<file path="src/rtl/seq_pkg.sv">
`default_nettype none
// ============================================================================
//  Module      : seq_pkg
//  Description : Shared definitions for the call/return sequencer: operation
//                encodings and the sequencer state type.
//  Revision    : 1.0  initial release
// ============================================================================
package seq_pkg;

    // Operation codes presented on the op input
    localparam logic [1:0] OP_SEQ  = 2'b00;
    localparam logic [1:0] OP_JUMP = 2'b01;
    localparam logic [1:0] OP_CALL = 2'b10;
    localparam logic [1:0] OP_RET  = 2'b11;

    // Sequencer states: RUN accepts operations, RET_WAIT waits one cycle for
    // the external stack to deliver the popped return address.
    typedef enum logic [0:0] {
        ST_RUN      = 1'b0,
        ST_RET_WAIT = 1'b1
    } seq_state_e;

endpackage : seq_pkg
`default_nettype wire

</file>
<file path="src/rtl/call_return_sequencer.sv">
`default_nettype none
// ============================================================================
//  Module      : call_return_sequencer
//  Description : Program-counter sequencer with CALL/RET support through an
//                external return-address stack.
//  Ports       : clk, reset     - clock, synchronous active-high reset
//                op_valid, op   - operation strobe and code (SEQ/JUMP/CALL/RET)
//                target         - destination address for JUMP and CALL
//                stall          - freezes operation acceptance in RUN
//                err_clr        - clears the sticky overflow/underflow flags
//                stk_rdata      - popped value, valid the cycle after stk_pop
//                pc             - registered program counter
//                stk_push/pop   - stack requests, stk_wdata - pushed address
//                busy           - high while waiting for the return address
//                depth          - occupied stack entries
//                overflow/underflow - sticky error flags
//  Revision    : 1.0  initial release
// ============================================================================
module call_return_sequencer
    import seq_pkg::*;
#(
    parameter int ADDR_W     = 13,
    parameter int DEPTH_LOG2 = 3
) (
    input  logic                  clk,
    input  logic                  reset,
    input  logic                  op_valid,
    input  logic [1:0]            op,
    input  logic [ADDR_W-1:0]     target,
    input  logic                  stall,
    input  logic                  err_clr,
    input  logic [ADDR_W-1:0]     stk_rdata,
    output logic [ADDR_W-1:0]     pc,
    output logic                  stk_push,
    output logic                  stk_pop,
    output logic [ADDR_W-1:0]     stk_wdata,
    output logic                  busy,
    output logic [DEPTH_LOG2:0]   depth,
    output logic                  overflow,
    output logic                  underflow
);

    localparam logic [DEPTH_LOG2:0] c_DEPTH_ONE = {{DEPTH_LOG2{1'b0}}, 1'b1};
    localparam logic [ADDR_W-1:0]   c_PC_ONE    = {{(ADDR_W-1){1'b0}}, 1'b1};

    seq_state_e              state_q, state_d;
    logic [ADDR_W-1:0]       pc_q, pc_d;
    logic [DEPTH_LOG2:0]     depth_q, depth_d;
    logic                    overflow_q, overflow_d;
    logic                    underflow_q, underflow_d;

    logic                    w_accept;
    logic                    w_full;
    logic                    w_empty;
    logic [ADDR_W-1:0]       w_pc_inc;
    logic                    w_push;
    logic                    w_pop;
    logic                    w_ovf_set;
    logic                    w_udf_set;

    // Depth never exceeds 2**DEPTH_LOG2, so the MSB alone marks a full stack.
    assign w_full   = depth_q[DEPTH_LOG2];
    assign w_empty  = (depth_q == '0);
    assign w_pc_inc = pc_q + c_PC_ONE;
    assign w_accept = (state_q == ST_RUN) && op_valid && !stall;

    always_comb begin
        state_d   = state_q;
        pc_d      = pc_q;
        depth_d   = depth_q;
        w_push    = 1'b0;
        w_pop     = 1'b0;
        w_ovf_set = 1'b0;
        w_udf_set = 1'b0;

        if (state_q == ST_RET_WAIT) begin
            // Stack data is valid now; op_valid and stall are ignored here.
            pc_d    = stk_rdata;
            state_d = ST_RUN;
        end else if (w_accept) begin
            case (op)
                OP_SEQ:  pc_d = w_pc_inc;
                OP_JUMP: pc_d = target;
                OP_CALL: begin
                    if (w_full) begin
                        w_ovf_set = 1'b1;
                        pc_d      = w_pc_inc;
                    end else begin
                        w_push  = 1'b1;
                        pc_d    = target;
                        depth_d = depth_q + c_DEPTH_ONE;
                    end
                end
                default: begin // OP_RET
                    if (w_empty) begin
                        w_udf_set = 1'b1;
                        pc_d      = w_pc_inc;
                    end else begin
                        w_pop   = 1'b1;
                        depth_d = depth_q - c_DEPTH_ONE;
                        state_d = ST_RET_WAIT;
                    end
                end
            endcase
        end

        // A new error event in the clearing cycle keeps the flag set.
        overflow_d  = w_ovf_set | (overflow_q  & ~err_clr);
        underflow_d = w_udf_set | (underflow_q & ~err_clr);
    end

    always_ff @(posedge clk) begin
        if (reset) begin
            state_q     <= ST_RUN;
            pc_q        <= '0;
            depth_q     <= '0;
            overflow_q  <= 1'b0;
            underflow_q <= 1'b0;
        end else begin
            state_q     <= state_d;
            pc_q        <= pc_d;
            depth_q     <= depth_d;
            overflow_q  <= overflow_d;
            underflow_q <= underflow_d;
        end
    end

    // Strobes are masked by reset so nothing reaches the stack in a reset cycle.
    assign stk_push  = w_push && !reset;
    assign stk_pop   = w_pop  && !reset;
    assign stk_wdata = stk_push ? w_pc_inc : '0;
    assign busy      = (state_q == ST_RET_WAIT) && !reset;
    assign pc        = pc_q;
    assign depth     = depth_q;
    assign overflow  = overflow_q;
    assign underflow = underflow_q;

endmodule : call_return_sequencer
`default_nettype wire

</file>
<file path="config.mk">
export PLATFORM = sky130hd
export DESIGN_NAME = call_return_sequencer
export DESIGN_NICKNAME = d
export VERILOG_FILES = /design/src/rtl/seq_pkg.sv /design/src/rtl/call_return_sequencer.sv
export SDC_FILE = /design/constraint.sdc
export NUM_CORES = 1
export LEC_CHECK = 0
export ABC_AREA = 1
export CORE_AREA = 10 10 73 75
export CTS_BUF_LIST = sky130_fd_sc_hd__clkbuf_16
export DETAILED_ROUTE_END_ITERATION = 8
export DIE_AREA = 0 0 83 85
export PLACE_DENSITY = 0.87
export SYNTH_ARGS = -nofsm -noshare
export SYNTH_HDL_FRONTEND = slang
export SYNTH_SLANG_ARGS = --single-unit
</file>
<file path="constraint.sdc">
create_clock -name clk -period 2.3 [get_ports clk]
set_clock_uncertainty 0.15 [all_clocks]
set_input_delay 0.46 -clock clk [delete_from_list [all_inputs] [get_ports clk]]
set_output_delay 0.46 -clock clk [all_outputs]
set_load 0.02 [all_outputs]
</file>
==> out/qor.txt, run 1 <==
P_leak: 1.23 nW
Family with the most delay on the worst path: simple AND/OR/NAND/NOR gates
Critical-path cell list: ha_1 > nand2_1 > nor2_4 > nand4_1 > a21oi_4 > buf_6
Via Count: 2,294
Worst Setup Start Kind: flip-flop
Crit path kind: flip-flop to primary output
Detail Route Antenna Nets: 0
MaxCap Viol Count: 0
Post-synth top area cell: dfxtp_1
Total chip power: 0.00125 W
Crit Reg-Reg Startpoint: state_q
Count of cell types in the netlist: 30
Final Hold Viols: 0
Core Region: 3910 sq um
Ys flop type: dfxtp_1
Area contributors post-synth: dfxtp_1 (24%), nand2_1 (14%), nor2_1 (8.0%)
Reg2Reg Setup Slack: 100 ps
Row cnt: 23
Most numerous cell in the Yosys netlist: nand2_1
Die ar.: 7060 sq um
H-Tree Depth: 1
Clock sinks: 20
Initial antenna violation count: 0
Power per cell area: 455 nW/um^2
Largest net degree at the start of global routing: 17
Synth Cell Area: 1640 sq um
Port bufs: 67
Vias per std cell: 5.46
Area Growth Syn to Fin: 67.9%
Later-pin clock latency in the skew report: 260 ps
HPWL after DPL: 4.77 mm
Final period util: 98.4%
Slew headroom: 81.3%
Crit path max-delay cell type: dfxtp_1
Min-delay src: overflow
Critical Path RT: 1690 ps
Final Slew Violations: 0
Diodes inserted: 0
Die height: 85 microns
Hold_buf cts: 0
Worst VDD drop: 0.284 mV
Drt first pass iters: 5
Worst Hold Class: flip-flop to flip-flop
I/O Pins: 68
Fmax: 442 MHz
Final instance area: 2750 sq um
Sequential-to-total area share from yosys stat: 24.4%
Final WL: 6.95 mm
WP buf/inv: 1
EDFF count, synth: 0
Clock Tree Buf Depth: 2
Synth Warn #: 0
Max incr delay on CP: 340 ps
Grt ovf: 0
Critical Path AT: 1650 ps
Starting DRC count in detailed routing: 282
Setup Total Neg Slack: 0 ps
Gpl congestion: 0.932
Synth top area share: 24.4%
CTS tree: built
Worst r2r path cells: 14
Crit end category: primary output
FFs w/ async S/R, synth: 0%
First-pass GRT wire length: 10.7 mm
DP Worst Slack: -644 ps
WL/cell: 16.6 microns
Multi-input combinational cell area: 1110 sq um
Initial core utilization: 41.9%
Crit Path Max Fanout: 6
Worst Hold Depth: 2
WHS Endpoint: overflow
Die width: 83 microns
DRC viols: 0
Slew @ Worst Pin: 279 ps
WP depth: 6
Status: finished, final reports clean
Min Tclk post-route: 2260 ps
Synth Net Count: 302
Final worst slack: 36.9 ps
Final setup violation count: 0
Reg area: 402 sq um
Post-Syn Instances: 261
Total track usage: 17.7%
CTS clk-pin slew, worst paths: 60 ps
Final nets: 412
Share of layout cells above drive strength 1: 25.4%
Mapped Avg Cell Area: 6.28 sq um
Number of global-route vias before repair: 2,253
# fillers: 313
Post-DP Area: 2550 sq um
#FFs+latches synth: 20
Reg-to-Reg End: depth[3]
Commonest cells in the netlist: nand2_1 (62), nor2_1 (35), a21oi_1 (26)
Clk root buf: clkbuf_16
CTS buffer count: 3
layer usage:
layer	part of all wire (%)	vias up	GRT usage [%]
met5	0	-	0
met4	2.0	0	5.57
met3	8.3	15	3.73
met2	50	147	32.4
met1	39	1054	19.8
li1	-	1078	-
power by group:
part	switching (W)	leakage (nW)	internal, W
registers	0.0000186	0.163	0.000365
logic	0.000198	1.02	0.000183
clock network	0.000143	0.0511	0.000346
total	0.000359	1.23	0.000894
worst max-delay path by stage:
stage	to	startpoint
final	stk_wdata[10]	pc[1]
after global routing	depth[2]	state_q
after CTS	stk_wdata[11]	reset
after detailed placement	stk_wdata[10]	op[0]
after global placement	stk_wdata[10]	op[0]
after floorplan	stk_wdata[11]	op[0]
area by class of cell:
type / instances / area share [%]
Clock buffer: 3 / 2.73
Clock inverter: 1 / 1.09
Inverter: 28 / 4.00
Multi-Input combinational cell: 203 / 40.2
Sequential cell: 20 / 14.6
Tap cell: 50 / 2.27
Timing Repair Buffer: 114 / 34.9
Timing Repair inverter: 1 / 0.227
worst reg2reg max path, cell delays in order (launching register included):
cell	delay, ps
dfxtp_2	340
nor3_4	200
buf_4	130
buf_4	90
buf_4	90
buf_4	90
buf_4	90
buf_4	90
buf_4	80
buf_4	90
buf_4	110
nand2_4	50
buf_4	130
o31ai_1	260
a21oi_1	80
cells by family after synthesis:
kind of cell / count (synthesis) / synth area share (%)
AND/OR/NAND/NOR: 134 / 35.6
AO/OA/AOI/OAI: 56 / 19.2
buffers and inverters: 38 / 12.0
flip-flops: 20 / 24.4
adder cells (fa/ha/maj): 8 / 6.11
XOR/XNOR: 5 / 2.67
cell usage in the layout (no fill, tap or decap), types with 2 or more instances in the layout:
cell type,synthesis,routed
buf_2,2,8
a31oi_1,4,4
buf_6,5,2
inv_1,25,22
clkbuf_2,0,3
a21oi_4,1,2
nand3_1,20,20
o21ai_1,5,5
nand4_1,4,4
xor2_1,5,5
nand2_4,1,2
dlygate4sd2_1,0,3
ha_1,8,7
nor2_1,35,34
dfxtp_1,20,19
o21ai_0,12,12
nor2_4,0,4
o22ai_1,3,3
clkdlybuf4s50_1,0,46
nand2_2,3,5
nor2_2,6,3
nand2_1,62,59
clkbuf_16,0,3
a21oi_1,26,25
buf_4,0,51
inv_2,2,4
o211ai_1,3,3
registers in the layout, indices dropped and copies added (netlist names):
| register | count |
|---|---|
| overflow | 1 |
| depth | 4 |
| underflow | 1 |
| state_q | 1 |
| pc | 13 |
metrics by stage:
stage          instances  utilization, %  hold slack (ps)
2_1_floorplan        261               -              413
3_3_place_gp         404            65.2              335
3_5_place_dp         404            65.2              335
4_1_cts              417            69.0              354
5_1_grt              420            70.3              387
6_report             420            70.3              367
what timing repair did:
action,in CTS,in global routing
gates cloned,1,0
setup buffers,8,3
pin swaps,5,7
setup endpoints to repair,16,18
endpoints found under the hold margin,0,0
gates resized for setup,82,16
(Power assumes the default switching activity.)
==> inputs of run 2 (changes only) <==
--- a/config.mk
+++ b/config.mk
@@ -11,6 +11,7 @@
 export DETAILED_ROUTE_END_ITERATION = 8
 export DIE_AREA = 0 0 83 85
 export PLACE_DENSITY = 0.87
+export SKIP_CTS_REPAIR_TIMING = 1
 export SYNTH_ARGS = -nofsm -noshare
 export SYNTH_HDL_FRONTEND = slang
 export SYNTH_SLANG_ARGS = --single-unit
==> run 2 against run 1 <==
Net effect: via count decreased by 4.2%; setup slack gained 59 ps; combinational power decreased by 5.2%; register-to-register slack better by 470 ps; clock power barely moved; power decreased by 1.7%; final cell count fell by 2.1%; critical path depth unchanged; critical path type unchanged.
==> out/qor.txt, run 2 (synthesized netlist as in run 1, its figures left out) <==
Share of layout cells above drive strength 1: 21.9% (was 25.4%)
Post-Layout Cell Count: 411 (was 420)
Crit Path Max Fanout: 6 (unchanged)
Diodes inserted: 0 (unchanged)
Clock sinks: 20 (unchanged)
Family with the most delay on the worst path: simple AND/OR/NAND/NOR gates (unchanged)
Drt first pass iters: 5 (unchanged)
Port bufs: 67 (unchanged)
Logic pwr share: 29.3% (was 30.4%)
Vias per std cell: 5.35 (was 5.46)
Final Slew Violations: 0 (unchanged)
Final period util: 95.8% (was 98.4%)
Final Hold Viols: 0 (unchanged)
Sw frac: 28.1% (was 28.7%)
Grt ovf: 0 (unchanged)
Power per cell area: 461 nW/um^2 (was 455 nW/um^2)
Placed Cells: 404 (unchanged)
Worst Hold Slack: 359 ps (was 367 ps)
Internal: 0.000885 W (was 0.000894 W)
Max reg flops: 13 (unchanged)
Reg2Reg Setup Slack: 570 ps (was 100 ps)
H-Tree Depth: 1 (unchanged)
Critical Path AT: 1590 ps (was 1650 ps)
DRC viols: 0 (unchanged)
Final setup violation count: 0 (unchanged)
Worst Setup Start Kind: flip-flop (unchanged)
Final nets: 403 (was 412)
Final WL: 6.43 mm (was 6.95 mm)
Later-pin clock latency in the skew report: 260 ps (about the same)
Die width: 83 microns (unchanged)
First-pass GRT wire length: 10.0 mm (was 10.7 mm)
Clk root buf: clkbuf_16 (unchanged)
Crit path max-delay cell type: dfxtp_1 (unchanged)
Clock Power Share: 39.5% (was 39.0%)
Clock Tree Buf Depth: 2 (unchanged)
Total track usage: 16.4% (was 17.7%)
Die height: 85 microns (unchanged)
Number of global-route vias before repair: 2,129 (was 2,253)
Core Region: 3910 sq um (unchanged)
Fmax: 454 MHz (was 442 MHz)
CTS tree: built (unchanged)
Critical Path RT: 1690 ps (about the same)
Via Count: 2,197 (was 2,294)
Most frequent cells in the layout: nand2_1 (61), clkdlybuf4s50_1 (46), buf_4 (40) (was nand2_1 (59), buf_4 (51), clkdlybuf4s50_1 (46))
Final worst slack: 95.7 ps (was 36.9 ps)
Row cnt: 23 (unchanged)
Critical-path cell list: ha_1 > nand2_1 > nor2_4 > nand4_1 > a21oi_2 > buf_4 (was ha_1 > nand2_1 > nor2_4 > nand4_1 > a21oi_4 > buf_6)
P_leak: 1.23 nW (about the same)
Largest net degree at the start of global routing: 17 (unchanged)
Max incr delay on CP: 340 ps (about the same)
I/O Pins: 68 (unchanged)
Worst Hold Class: flip-flop to flip-flop (unchanged)
Slew @ Worst Pin: 283 ps (was 279 ps)
Min Tclk post-route: 2200 ps (was 2260 ps)
Crit path kind: flip-flop to primary output (unchanged)
Die ar.: 7060 sq um (unchanged)
CTS clk-pin slew, worst paths: 60 ps (about the same)
Switch Pwr: 0.000346 W (was 0.000359 W)
Flop pwr share: 31.1% (was 30.6%)
RSZ-0062 raised after global routing: false
Initial core utilization: 41.9% (unchanged)
Area Growth Syn to Fin: 63.1% (was 67.9%)
CTS buffer count: 3 (unchanged)
DP Worst Slack: -644 ps (unchanged)
Worst VDD drop: 0.273 mV (was 0.284 mV)
Crit end category: primary output (unchanged)
HPWL after DPL: 4.77 mm (unchanged)
WL/cell: 15.7 microns (was 16.6 microns)
Starting DRC count in detailed routing: 178 (was 282)
Status: finished, final reports clean (unchanged)
Detail Route Antenna Nets: 0 (unchanged)
Gpl congestion: 0.932 (unchanged)
Slew headroom: 81.1% (was 81.3%)
Initial antenna violation count: 0 (unchanged)
Final Util: 68.3% (was 70.3%)
WP buf/inv: 1 (unchanged)
MaxCap Viol Count: 0 (unchanged)
Most common cell after layout, fill and taps aside: nand2_1 (unchanged)
## run 2: layout make-up
cell class,instances,area (sq um)
multi-input combinational,203,1070
sequential,20,400
timing repair buffer,105,915
inverter,28,110
fill,327,1240
tap,50,62.6
clock buffer,3,75.1
clock inverter,1,30.0
timing repair inverter,1,6.26
## run 2: metal layers
layer	GRT usage [%]	vias up	wire (microns)
li1	-	1063	-
met1	18.4	993	2650
met2	30.2	122	3160
met3	3.82	19	502
met4	4.02	0	123
met5	0	-	0
## run 2: path summary, 6_finish.rpt
kind,from,endpoint,cells past startpoint
hold reg to reg,overflow,overflow,2
hold / removal,overflow,overflow,2
setup / recovery,pc[0],stk_wdata[10],6
setup reg to reg,state_q,depth[0],9
## run 2: stage by stage
step	cell area (sq um)	total power, W	setup TNS [ps]
6_report	2670	0.00123	0
4_1_cts	2660	0.00122	-8610
3_5_place_dp	2550	0.000739	-9470
2_1_floorplan	1640	0.000568	-25.1
5_1_grt	2670	0.00128	0
3_3_place_gp	2550	0.000727	-8010
## run 2: worst register-to-register path: cells and delay by family (launching register included)
kind | cells | cell delay, ps
and+or+nand+nor | 4 | 570
DFF | 1 | 350
buffers and inverters | 3 | 310
AOI/OAI and AO/OA | 2 | 240
## run 2: power groups by stage
stage	logic, W	registers [W]	clock network (W)
CTS	0.000351	0.000382	0.000489
finish	0.000361	0.000383	0.000487
detailed placement	0.000349	0.000389	0
global route	0.000395	0.000385	0.000503
global placement	0.000339	0.000388	0
floorplan	0.000152	0.000415	0
==> inputs of run 3 (changes only) <==
--- a/config.mk
+++ b/config.mk
@@ -6,11 +6,10 @@
 export NUM_CORES = 1
 export LEC_CHECK = 0
 export ABC_AREA = 1
-export CORE_AREA = 10 10 73 75
+export CORE_AREA = 10 10 83 85
 export CTS_BUF_LIST = sky130_fd_sc_hd__clkbuf_16
 export DETAILED_ROUTE_END_ITERATION = 8
-export DIE_AREA = 0 0 83 85
-export PLACE_DENSITY = 0.87
+export DIE_AREA = 0 0 93 95
 export SKIP_CTS_REPAIR_TIMING = 1
 export SYNTH_ARGS = -nofsm -noshare
 export SYNTH_HDL_FRONTEND = slang
==> run 3 against run 2 <==
Net effect: non-clock buffer count did not move; first-iteration DRC count is 30% lower; sequential share of layout area is 0.16 points lower; flip-flop and latch count unchanged; combinational power barely moved; critical path type is now primary input to primary output; highest routed layer unchanged.
==> out/qor.txt, run 3 (synthesized netlist as in run 1, its figures left out) <==
Most common cell after layout, fill and taps aside: nand2_1 (unchanged)
Power per cell area: 411 nW/um^2 (was 461 nW/um^2)
P_leak: 1.24 nW (was 1.23 nW)
Crit end category: primary output (unchanged)
DRC viols: 0 (unchanged)
Clock Power Share: 33.1% (was 39.5%)
Die ar.: 8840 sq um (was 7060 sq um)
Sw frac: 30.4% (was 28.1%)
Initial core utilization: 30.7% (was 41.9%)
Port bufs: 67 (unchanged)
Largest net degree at the start of global routing: 17 (unchanged)
Crit Path Max Fanout: 7 (was 6)
HPWL after DPL: 4.77 mm (about the same)
Core Region: 5340 sq um (was 3910 sq um)
Later-pin clock latency in the skew report: 250 ps (was 260 ps)
Detail Route Antenna Nets: 0 (unchanged)
Final nets: 403 (unchanged)
H-Tree Depth: 1 (unchanged)
WL/cell: 14.3 microns (was 15.7 microns)
First-pass GRT wire length: 10.2 mm (was 10.0 mm)
Final period util: 94.8% (was 95.8%)
Slew @ Worst Pin: 297 ps (was 283 ps)
I/O Pins: 68 (unchanged)
Share of layout cells above drive strength 1: 22.2% (was 21.9%)
Via Count: 2,035 (was 2,197)
Worst Hold Slack: 347 ps (was 359 ps)
Drt first pass iters: 5 (unchanged)
Status: finished, final reports clean (unchanged)
CTS tree: built (unchanged)
Fmax: 459 MHz (was 454 MHz)
Total track usage: 14.0% (was 16.4%)
MaxCap Viol Count: 0 (unchanged)
Switch Pwr: 0.000338 W (was 0.000346 W)
CTS clk-pin slew, worst paths: 60 ps (about the same)
Final setup violation count: 0 (unchanged)
Final Slew Violations: 0 (unchanged)
Initial antenna violation count: 0 (unchanged)
Grt ovf: 0 (unchanged)
Clk root buf: clkbuf_16 (unchanged)
Number of global-route vias before repair: 2,176 (was 2,129)
Area Growth Syn to Fin: 64.9% (was 63.1%)
Clock sinks: 20 (unchanged)
Worst VDD drop: 0.322 mV (was 0.273 mV)
Final WL: 6.18 mm (was 6.43 mm)
Most frequent cells in the layout: nand2_1 (61), buf_4 (48), clkdlybuf4s50_1 (46) (was nand2_1 (61), clkdlybuf4s50_1 (46), buf_4 (40))
Min Tclk post-route: 2180 ps (was 2200 ps)
Die height: 95 microns (was 85 microns)
Final Util: 50.6% (was 68.3%)
Critical Path RT: 1690 ps (about the same)
Critical Path AT: 1570 ps (was 1590 ps)
Worst Setup Start Kind: primary input (was flip-flop)
Row cnt: 27 (was 23)
Die width: 93 microns (was 83 microns)
Vias per std cell: 4.70 (was 5.35)
Worst Hold Class: flip-flop to flip-flop (unchanged)
Flop pwr share: 34.3% (was 31.1%)
Max reg flops: 13 (unchanged)
Internal: 0.000774 W (was 0.000885 W)
Final Hold Viols: 0 (unchanged)
Crit path kind: primary input to primary output (was flip-flop to primary output)
Starting DRC count in detailed routing: 125 (was 178)
Clock Tree Buf Depth: 2 (unchanged)
CTS buffer count: 3 (unchanged)
Setup Total Neg Slack: 0 ps (unchanged)
Slew headroom: 80.1% (was 81.1%)
Gpl congestion: 0.851 (was 0.932)
Logic pwr share: 32.6% (was 29.3%)
Diodes inserted: 0 (unchanged)
run 3: cell count changes in the layout (fill, tap and decap cells not counted), sizes merged:
cell and delta:
buf +9, dlymetal6s2s +1, bufinv -1, clkinv +1, clkbuf -10
run 3: power groups by stage:
| stage | combinational (W) | sequential (W) | clock (W) |
|---|---|---|---|
| 2_1_floorplan | 0.000152 | 0.000415 | 0 |
| 4_1_cts | 0.000360 | 0.000381 | 0.000381 |
| 6_report | 0.000362 | 0.000381 | 0.000368 |
| 5_1_grt | 0.000401 | 0.000384 | 0.000393 |
| 3_3_place_gp | 0.000355 | 0.000388 | 0 |
| 3_5_place_dp | 0.000358 | 0.000389 | 0 |
run 3: area by class of cell:
| type | count | area, sq um |
|---|---|---|
| fillers | 580 | 2640 |
| multi-input cells | 203 | 1080 |
| repair buffers | 105 | 936 |
| flip-flops and latches | 20 | 400 |
| inverters | 28 | 110 |
| well taps | 72 | 90.1 |
| clock buffers | 3 | 75.1 |
| repair inverters | 1 | 6.26 |
| clock inverters | 1 | 3.75 |
run 3: through the flow:
stage | worst slack, ps | cells | total power (W) | cell area (sq um)
3_3_place_gp | -573 | 427 | 0.000743 | 2590
6_report | 120 | 433 | 0.00111 | 2700
3_5_place_dp | -618 | 427 | 0.000746 | 2590
4_1_cts | -628 | 431 | 0.00112 | 2670
5_1_grt | -4.60 | 433 | 0.00118 | 2700
2_1_floorplan | -6.27 | 261 | 0.000568 | 1640
run 3: routing by layer:
metal	vias to the layer above	global-route usage, %	wire length (microns)
met5	-	0	0
met4	0	3.08	68
met3	6	3.65	338
met2	55	25.4	3090
met1	918	16.1	2680
li1	1056	-	-
run 3: worst paths after layout:
kind / depth (start not counted) / end / start / slack [ps]
setup / recovery: 8 / stk_wdata[8] / op_valid / 120
hold / removal: 2 / underflow / underflow / 350
hold reg to reg: 2 / underflow / underflow / 350
setup reg to reg: 10 / pc[10] / pc[1] / 600
run 3: worst max-delay path, cell delays in order:
cell	delay, ps
dlymetal6s2s_1	120
inv_2	60
nor3_4	190
nand2_2	110
nor2_4	210
clkinv_4	130
a21oi_2	130
buf_4	150
